$ cat src/rtl/store_align_buffer.sv
// MEM-stage store buffer: narrows sb/sh/sw data to byte lanes, queues stores in a
// small FIFO, drains them to data memory over req/ack and flags loads to queued words.
module store_align_buffer #(
  parameter int DEPTH = 4,
  parameter int CNT_W = 3
) (
  input  logic             clk,
  input  logic             reset,
  input  logic             in_valid,
  output logic             in_ready,
  input  logic [31:0]      in_addr,
  input  logic [31:0]      in_data,
  input  logic [1:0]       in_op,
  output logic             align_err,
  output logic             mem_req,
  output logic [31:0]      mem_addr,
  output logic [31:0]      mem_wdata,
  output logic [3:0]       mem_be,
  input  logic             mem_ack,
  input  logic [31:0]      ld_addr,
  output logic             ld_hit,
  output logic [CNT_W-1:0] count
);

  localparam int PTR_W = CNT_W - 1;
  localparam logic [CNT_W-1:0] FULL_CNT = CNT_W'(DEPTH);

  logic [29:0]      r_word  [DEPTH];
  logic [31:0]      r_wdata [DEPTH];
  logic [3:0]       r_be    [DEPTH];
  logic [DEPTH-1:0] r_vld;
  logic [PTR_W-1:0] r_wptr;
  logic [PTR_W-1:0] r_rptr;
  logic [CNT_W-1:0] r_count;
  logic             r_align_err;

  logic             w_accept;
  logic             w_legal;
  logic             w_push;
  logic             w_pop;
  logic [3:0]       w_be;
  logic [31:0]      w_wdata;
  logic             w_hit;

  always_comb begin
    w_be    = 4'b0000;
    w_wdata = in_data;
    w_legal = 1'b0;
    case (in_op)
      2'b00: begin
        w_be    = 4'b1111;
        w_wdata = in_data;
        w_legal = (in_addr[1:0] == 2'b00);
      end
      2'b01: begin
        w_be    = in_addr[1] ? 4'b1100 : 4'b0011;
        w_wdata = {2{in_data[15:0]}};
        w_legal = ~in_addr[0];
      end
      2'b10: begin
        w_be    = 4'b0001 << in_addr[1:0];
        w_wdata = {4{in_data[7:0]}};
        w_legal = 1'b1;
      end
      default: begin
        w_be    = 4'b0000;
        w_wdata = in_data;
        w_legal = 1'b0;
      end
    endcase
  end

  assign in_ready = (r_count != FULL_CNT);
  assign mem_req  = (r_count != '0);
  assign w_accept = in_valid & in_ready;
  assign w_push   = w_accept & w_legal;
  assign w_pop    = mem_req & mem_ack;

  // Push and pop never target the same slot: a push into an empty FIFO has no pop,
  // and a full FIFO refuses pushes.
  always_ff @(posedge clk or negedge reset) begin
    if (!reset) begin
      r_vld       <= '0;
      r_wptr      <= '0;
      r_rptr      <= '0;
      r_count     <= '0;
      r_align_err <= 1'b0;
    end else begin
      r_align_err <= w_accept & ~w_legal;
      if (w_push) begin
        r_vld[r_wptr] <= 1'b1;
        r_wptr        <= r_wptr + 1'b1;
      end
      if (w_pop) begin
        r_vld[r_rptr] <= 1'b0;
        r_rptr        <= r_rptr + 1'b1;
      end
      case ({w_push, w_pop})
        2'b10:   r_count <= r_count + 1'b1;
        2'b01:   r_count <= r_count - 1'b1;
        default: r_count <= r_count;
      endcase
    end
  end

  always_ff @(posedge clk) begin
    if (w_push) begin
      r_word[r_wptr]  <= in_addr[31:2];
      r_wdata[r_wptr] <= w_wdata;
      r_be[r_wptr]    <= w_be;
    end
  end

  // Head fields are forced to zero while empty so stale slots never show.
  assign mem_addr  = mem_req ? {r_word[r_rptr], 2'b00} : 32'h0;
  assign mem_wdata = mem_req ? r_wdata[r_rptr] : 32'h0;
  assign mem_be    = mem_req ? r_be[r_rptr] : 4'b0000;

  always_comb begin
    w_hit = 1'b0;
    for (int i = 0; i < DEPTH; i++) begin
      if (r_vld[i] && ((ld_addr >> 2) == {2'b00, r_word[i]})) w_hit = 1'b1;
    end
  end

  assign ld_hit    = w_hit;
  assign align_err = r_align_err;
  assign count     = r_count;

endmodule

$ cat config.mk
export PLATFORM = sky130hd
export DESIGN_NAME = store_align_buffer
export DESIGN_NICKNAME = d
export VERILOG_FILES = /design/src/rtl/store_align_buffer.sv
export SDC_FILE = /design/constraint.sdc
export NUM_CORES = 1
export LEC_CHECK = 0
export ABC_AREA = 0
export CORE_UTILIZATION = 59
export CTS_CLUSTER_SIZE = 40
export DETAILED_ROUTE_END_ITERATION = 10
export HOLD_SLACK_MARGIN = 0.03
export PLACE_DENSITY = 0.95
export SYNTH_ARGS = -nofsm -noshare
export SYNTH_HDL_FRONTEND = slang
export SYNTH_SLANG_ARGS = --single-unit
$ cat constraint.sdc
create_clock -name clk -period 4.9 [get_ports clk]
set_input_delay 0.98 -clock clk [delete_from_list [all_inputs] [get_ports clk]]
set_output_delay 0.98 -clock clk [all_outputs]
set_load 0.02 [all_outputs]
[After elaboration in Yosys (flattened, before gate mapping)]
Memory sizes are Yosys's and may differ from the RTL's.
Cells that the tools add are included.
Cells by class
  equal/unequal tests: 9
  $lt $le $gt $ge: 4
  reductions and logical operators: 10
  shift-type cells: 1
  $add $sub $neg: 4
  bitwise operators: 9
  muxes and demuxes: 20
Operator list (count)
  30-bit equality test: 4
  32-bit 2-to-1 mux: 2
  32-bit case mux with 2 select lines: 1
  4-bit 2-to-1 mux: 4
  4-bit case mux with 3 select lines: 1
  1-bit 2-to-1 mux: 8
  1-bit logical AND: 6
  2-bit by 3-bit < comparator with 1-bit output (second input constant): 2
  3-bit case mux with 2 select lines: 1
  2-bit by 1-bit adder with 2-bit output (second input constant): 2
  1-bit bitwise AND: 4
  4-bit bitwise AND: 1
  1-bit demux with 2-bit select: 2
  2-bit by 1-bit equality test with 1-bit output (second input constant): 2
  2-bit equality test (second input constant): 2
  2-bit by 1-bit >= comparator with 1-bit output (second input constant): 2
  2-bit logical NOT: 2
  4-bit inverter: 1
  4-bit OR: 1
  1-bit by 2-bit << shifter with 4-bit output (first input constant): 1
  3-bit by 1-bit adder with 3-bit output (second input constant): 1
  3-bit inequality test (second input constant): 1
  1-bit case mux with 3 select lines: 1
  3-bit nonzero test: 1
  other kinds (3): 4
Word-level totals
  RAM bits: 264
  bits of input ports: 102
  output and inout bits: 75
  memories kept: 3
  bits in registers: 12
  logic and storage cells: 65
Memories
  r_wdata: words 4, bits a word 32, rd ports 1, clocked after Yosys merged registers in 0, wr ports 1, RTL line 29  | logic [31:0] r_wdata [DEPTH];
  r_word: words 4, bits a word 30, rd ports 5, clocked after Yosys merged registers in 0, wr ports 1, RTL line 28  | logic [29:0] r_word [DEPTH];
  r_be: words 4, bits a word 4, rd ports 1, clocked after Yosys merged registers in 0, wr ports 1, RTL line 30  | logic [3:0] r_be [DEPTH];

[Longest topological paths before layout]
  word-level depth: 8
  gate-level depth with buffers: 12

[Worst setup path after synthesis]
Ideal clock, no wire load.
  path kind: in2out
  start: input ld_addr[4]
  end: output ld_hit
  cell stages on the path: 6
  buffers on the path: 1
  arrival: 1993 ps
  setup slack: 1927 ps
  path through: clkbuf_1 > xnor2_1 > nand4_1 > nor4_1 > nand4_1 > nand4_1
Between the ends
  cells in the longest elaborated chain, start to end: 6
RTL lines
  start, declared: RTL line 20  | input logic [31:0] ld_addr,
  30-bit equality test: RTL line 122  | if (r_vld[i] && ((ld_addr >> 2) == {2'b00, r_word[i]})) w_hit = 1'b1;
  1-bit logical AND: RTL line 122
  1-bit 2-to-1 mux (3 in series): RTL line 122
  1-bit 2-to-1 mux (*): RTL line 122
  end, declared: RTL line 21  | output logic ld_hit,
Mark *: on every way between the ends. The rest lies on a longest branch, timed or not.

[Final worst setup path]
  start: input ld_addr[27]
  end: output ld_hit
Same word-level chain as after synthesis.

==> results.cfg <==
[sta]
fmax_mhz = 233
min_period_over_period_pct = 87.6
final-hold-violation-count = 0
tns_ns = 0
skew_ns = 0.0304
worstMarginPinSlew_ns = 1.11
drv_slew = 0
finalSetupViolCount = 0
maxSlewHeadroom_pct = 26.0
rsz0062_at_grt = false
hold_ws_ns = 0.506
fin_crit_ns = 4.29

[detailed_routing]
drt-total-wl_mm = 29.2
dr.pass1.iters = 5
drt_first_iter_violations = 468
via_per_inst = 6.02
detail_route.wl_per_cell_um = 24.3
drtAntennaViolNets = 0
drc = 0
dr_total_vias = 7220

[grt]
grt_pass1_vias = 7356
grt_max_degree = 69
grt_pass1_wl_mm = 43.8
busiest_layer = met2
globalRouteOverflowTotal = 0
grt_use_met1_pct = 35.5
use_met2_pct = 48.3
antenna_found_initial = 0
grt_util_all_layers_pct = 27.5
use_met3_pct = 4.81

[run]
cap_violations = 0

[die]
start_util_pct = 60.0
die_x_um = 148
core.rowCount = 53
ios = 177
coreArea_sq_mm = 0.0210
die_h_um = 148
dieArea_sq_mm = 0.0219

[placement]
hpwl_mm = 19.5
port_buffers = 172
place.gp.congestion = 0.883
dp.cells = 1150

[final_layout]
area_growth_pct = 22.2
insertedDiodeCount = 0
final_nets = 1020
instances_no_fill = 1200
num-fill-cells = 1297
final_core_util_pct = 73.2
drive_gt1_share_pct = 13.8
multiInputGateArea_sq_mm = 0.00399
seq_area_sq_mm = 0.00823

[power_and_ir_drop]
p_total_w = 0.00806
vdd_drop_max_mv = 0.361
cellPowerDensity_mw_per_mm2 = 525
p_leak_nw = 5.06

[clock_tree]
cts_root_buffer = clkbuf_16
cts_resized = 0
clk_pin_slew_ns = 0.06
clk_latency_ns = 0.55
cts_num_sinks = 276
cts_made_buffers = 27
cts.path.max_buffers = 3
ctsHtreeMaxLevel = 1
cts_setup_buffers = 0
cts-hold-fix-buffers = 0
cts_tree = done

[synth]
synth_area_sq_mm = 0.0126
post_synth_inst_count = 743
ys_ff_latch = 276
synth_edf_count = 264
ys_warn_count = 0
synth_cell_types = 37
synth_area_per_cell_sq_um = 16.9
seq_area_frac_synth_pct = 65.5
ys.flop_type = edfxtp_1
async_reset_ff_share_pct = 4.35

[worst_setup_path]
slowest_stage = clkdlybuf4s50_1
critical_path.max_stage_delay_ns = 0.62
crit_required_ns = 3.92
critical_path_class = in2out
crit_family = buffers and inverters
cp_cell_sequence = clkdlybuf4s50_1, xnor2_1, nand4_1, nor4_1, nand4_1, nand4_1, clkdlybuf4s50_1
worst-path-buf-inv = 2
crit_top_cell = nand4_1
cp.arrival_ns = 3.31
end_kind = primary output
crit_path_start_kind = primary input
cp_max_fo = 4

[outcome]
status = finished clean

[worst_hold_path]
hold_path.class = reg2reg
[layout by cell type, fill, tap and decap left out, types with 2 or more instances in the layout]
master and n:
nor4_1 16, o21ai_0 2, a2bb2oi_2 4, mux4_2 66, conb_1 2, nand4_1 25
a21oi_1 13, dfrtp_1 10, clkinv_2 5, inv_1 20, clkdlybuf4s50_1 172, and2_4 4
nor2_1 15, clkbuf_1 11, a22o_1 8, o22ai_1 8, xnor2_1 79, nand2_1 11
buf_12 6, edfxtp_1 264, and2_1 68, a22oi_1 8, buf_4 2, clkbuf_16 27
xor2_1 46, ha_1 13, clkbuf_8 5
[cell type report]
class / instances / area share, %
Sequential cell: 276 / 53.6
Multi-Input combinational cell: 399 / 26.0
Timing Repair Buffer: 180 / 12.1
Clock buffer: 43 / 5.12
Tap cell: 275 / 2.24
Inverter: 20 / 0.489
Clock inverter: 7 / 0.416
[through the flow]
stage,cell area (sq um),setup WS (ns)
3_3_place_gp,14500,0.590
4_1_cts,15300,0.598
6_report,15300,0.608
3_5_place_dp,14500,0.614
5_1_grt,15300,0.464
2_1_floorplan,12600,1.93
[logic make-up after synthesis]
logic type / after synthesis / synth area share [%]
flip-flops: 276 / 65.5
AND/OR/NAND/NOR: 144 / 6.76
XOR/XNOR: 125 / 8.71
buffers and inverters: 69 / 2.80
multiplexers: 66 / 11.8
AO/OA/AOI/OAI: 48 / 2.92
adder cells (fa/ha/maj): 14 / 1.45
other: 1 / 0.0298
[worst paths after layout]
| kind | cells past startpoint | slack, ns | start | to |
|---|---|---|---|---|
| worst max-delay path | 7 | 0.61 | ld_addr[27] | ld_hit |
| worst min-delay path | 1 | 0.51 | count[2] | count[2] |
| worst max register to register | 8 | 1.86 | count[1] | count[2] |
| worst min register to register | 1 | 0.51 | count[2] | count[2] |
| max in group asynchronous | 1 | 3.62 | reset | r_rptr[0] |
| min in group asynchronous | 1 | 0.81 | reset | r_vld[0] |
[worst register-to-register path, cell delays in order, from the launching register on]
cell and delay, ns:
dfrtp_1 0.41, or3_2 0.89, and2_1 0.54, ha_1 0.27, inv_1 0.06, fa_1 0.38, xor2_1 0.15, nor2_1 0.11
xor2_1 0.16
[metal layers]
metal	up-vias	part of all wire, %
li1	3154	-
met1	3629	36
met2	390	53
met3	47	8.6
met4	0	2.2
met5	-	0
[registers in the layout (all words and copies together), names as in the netlist]
signal     flops
count          3
r_vld          4
align_err      1
r_wdata      128
r_be          16
r_rptr         2
r_wptr         2
r_word       120
[where the power goes]
group	internal (W)	switching, W
Combinational	0.00158	0.00151
Clock	0.00115	0.000830
Sequential	0.00280	0.000192
[synth_stat cells, types with 2 or more instances]
library cell / instances / area [sq um]
o22ai_1: 8 / 50.1
buf_12: 4 / 80.1
nor2_1: 15 / 56.3
a2bb2oi_2: 4 / 60.1
a21oi_1: 13 / 65.1
nand4_1: 25 / 156
mux4_2: 66 / 1490
edfxtp_1: 264 / 7930
and2_1: 68 / 425
a22oi_1: 8 / 60.1
buf_1: 4 / 15.0
xnor2_1: 79 / 692
inv_1: 20 / 75.1
buf_4: 3 / 22.5
nand2_1: 11 / 41.3
and2_4: 4 / 35.0
nor4_1: 16 / 100
o21ai_0: 2 / 10.0
xor2_1: 46 / 403
dfrtp_1: 12 / 300
buf_2: 7 / 35.0
ha_1: 13 / 163
clkbuf_1: 30 / 113
a22o_1: 8 / 70.1
Power figures use the tool's default switching activity.
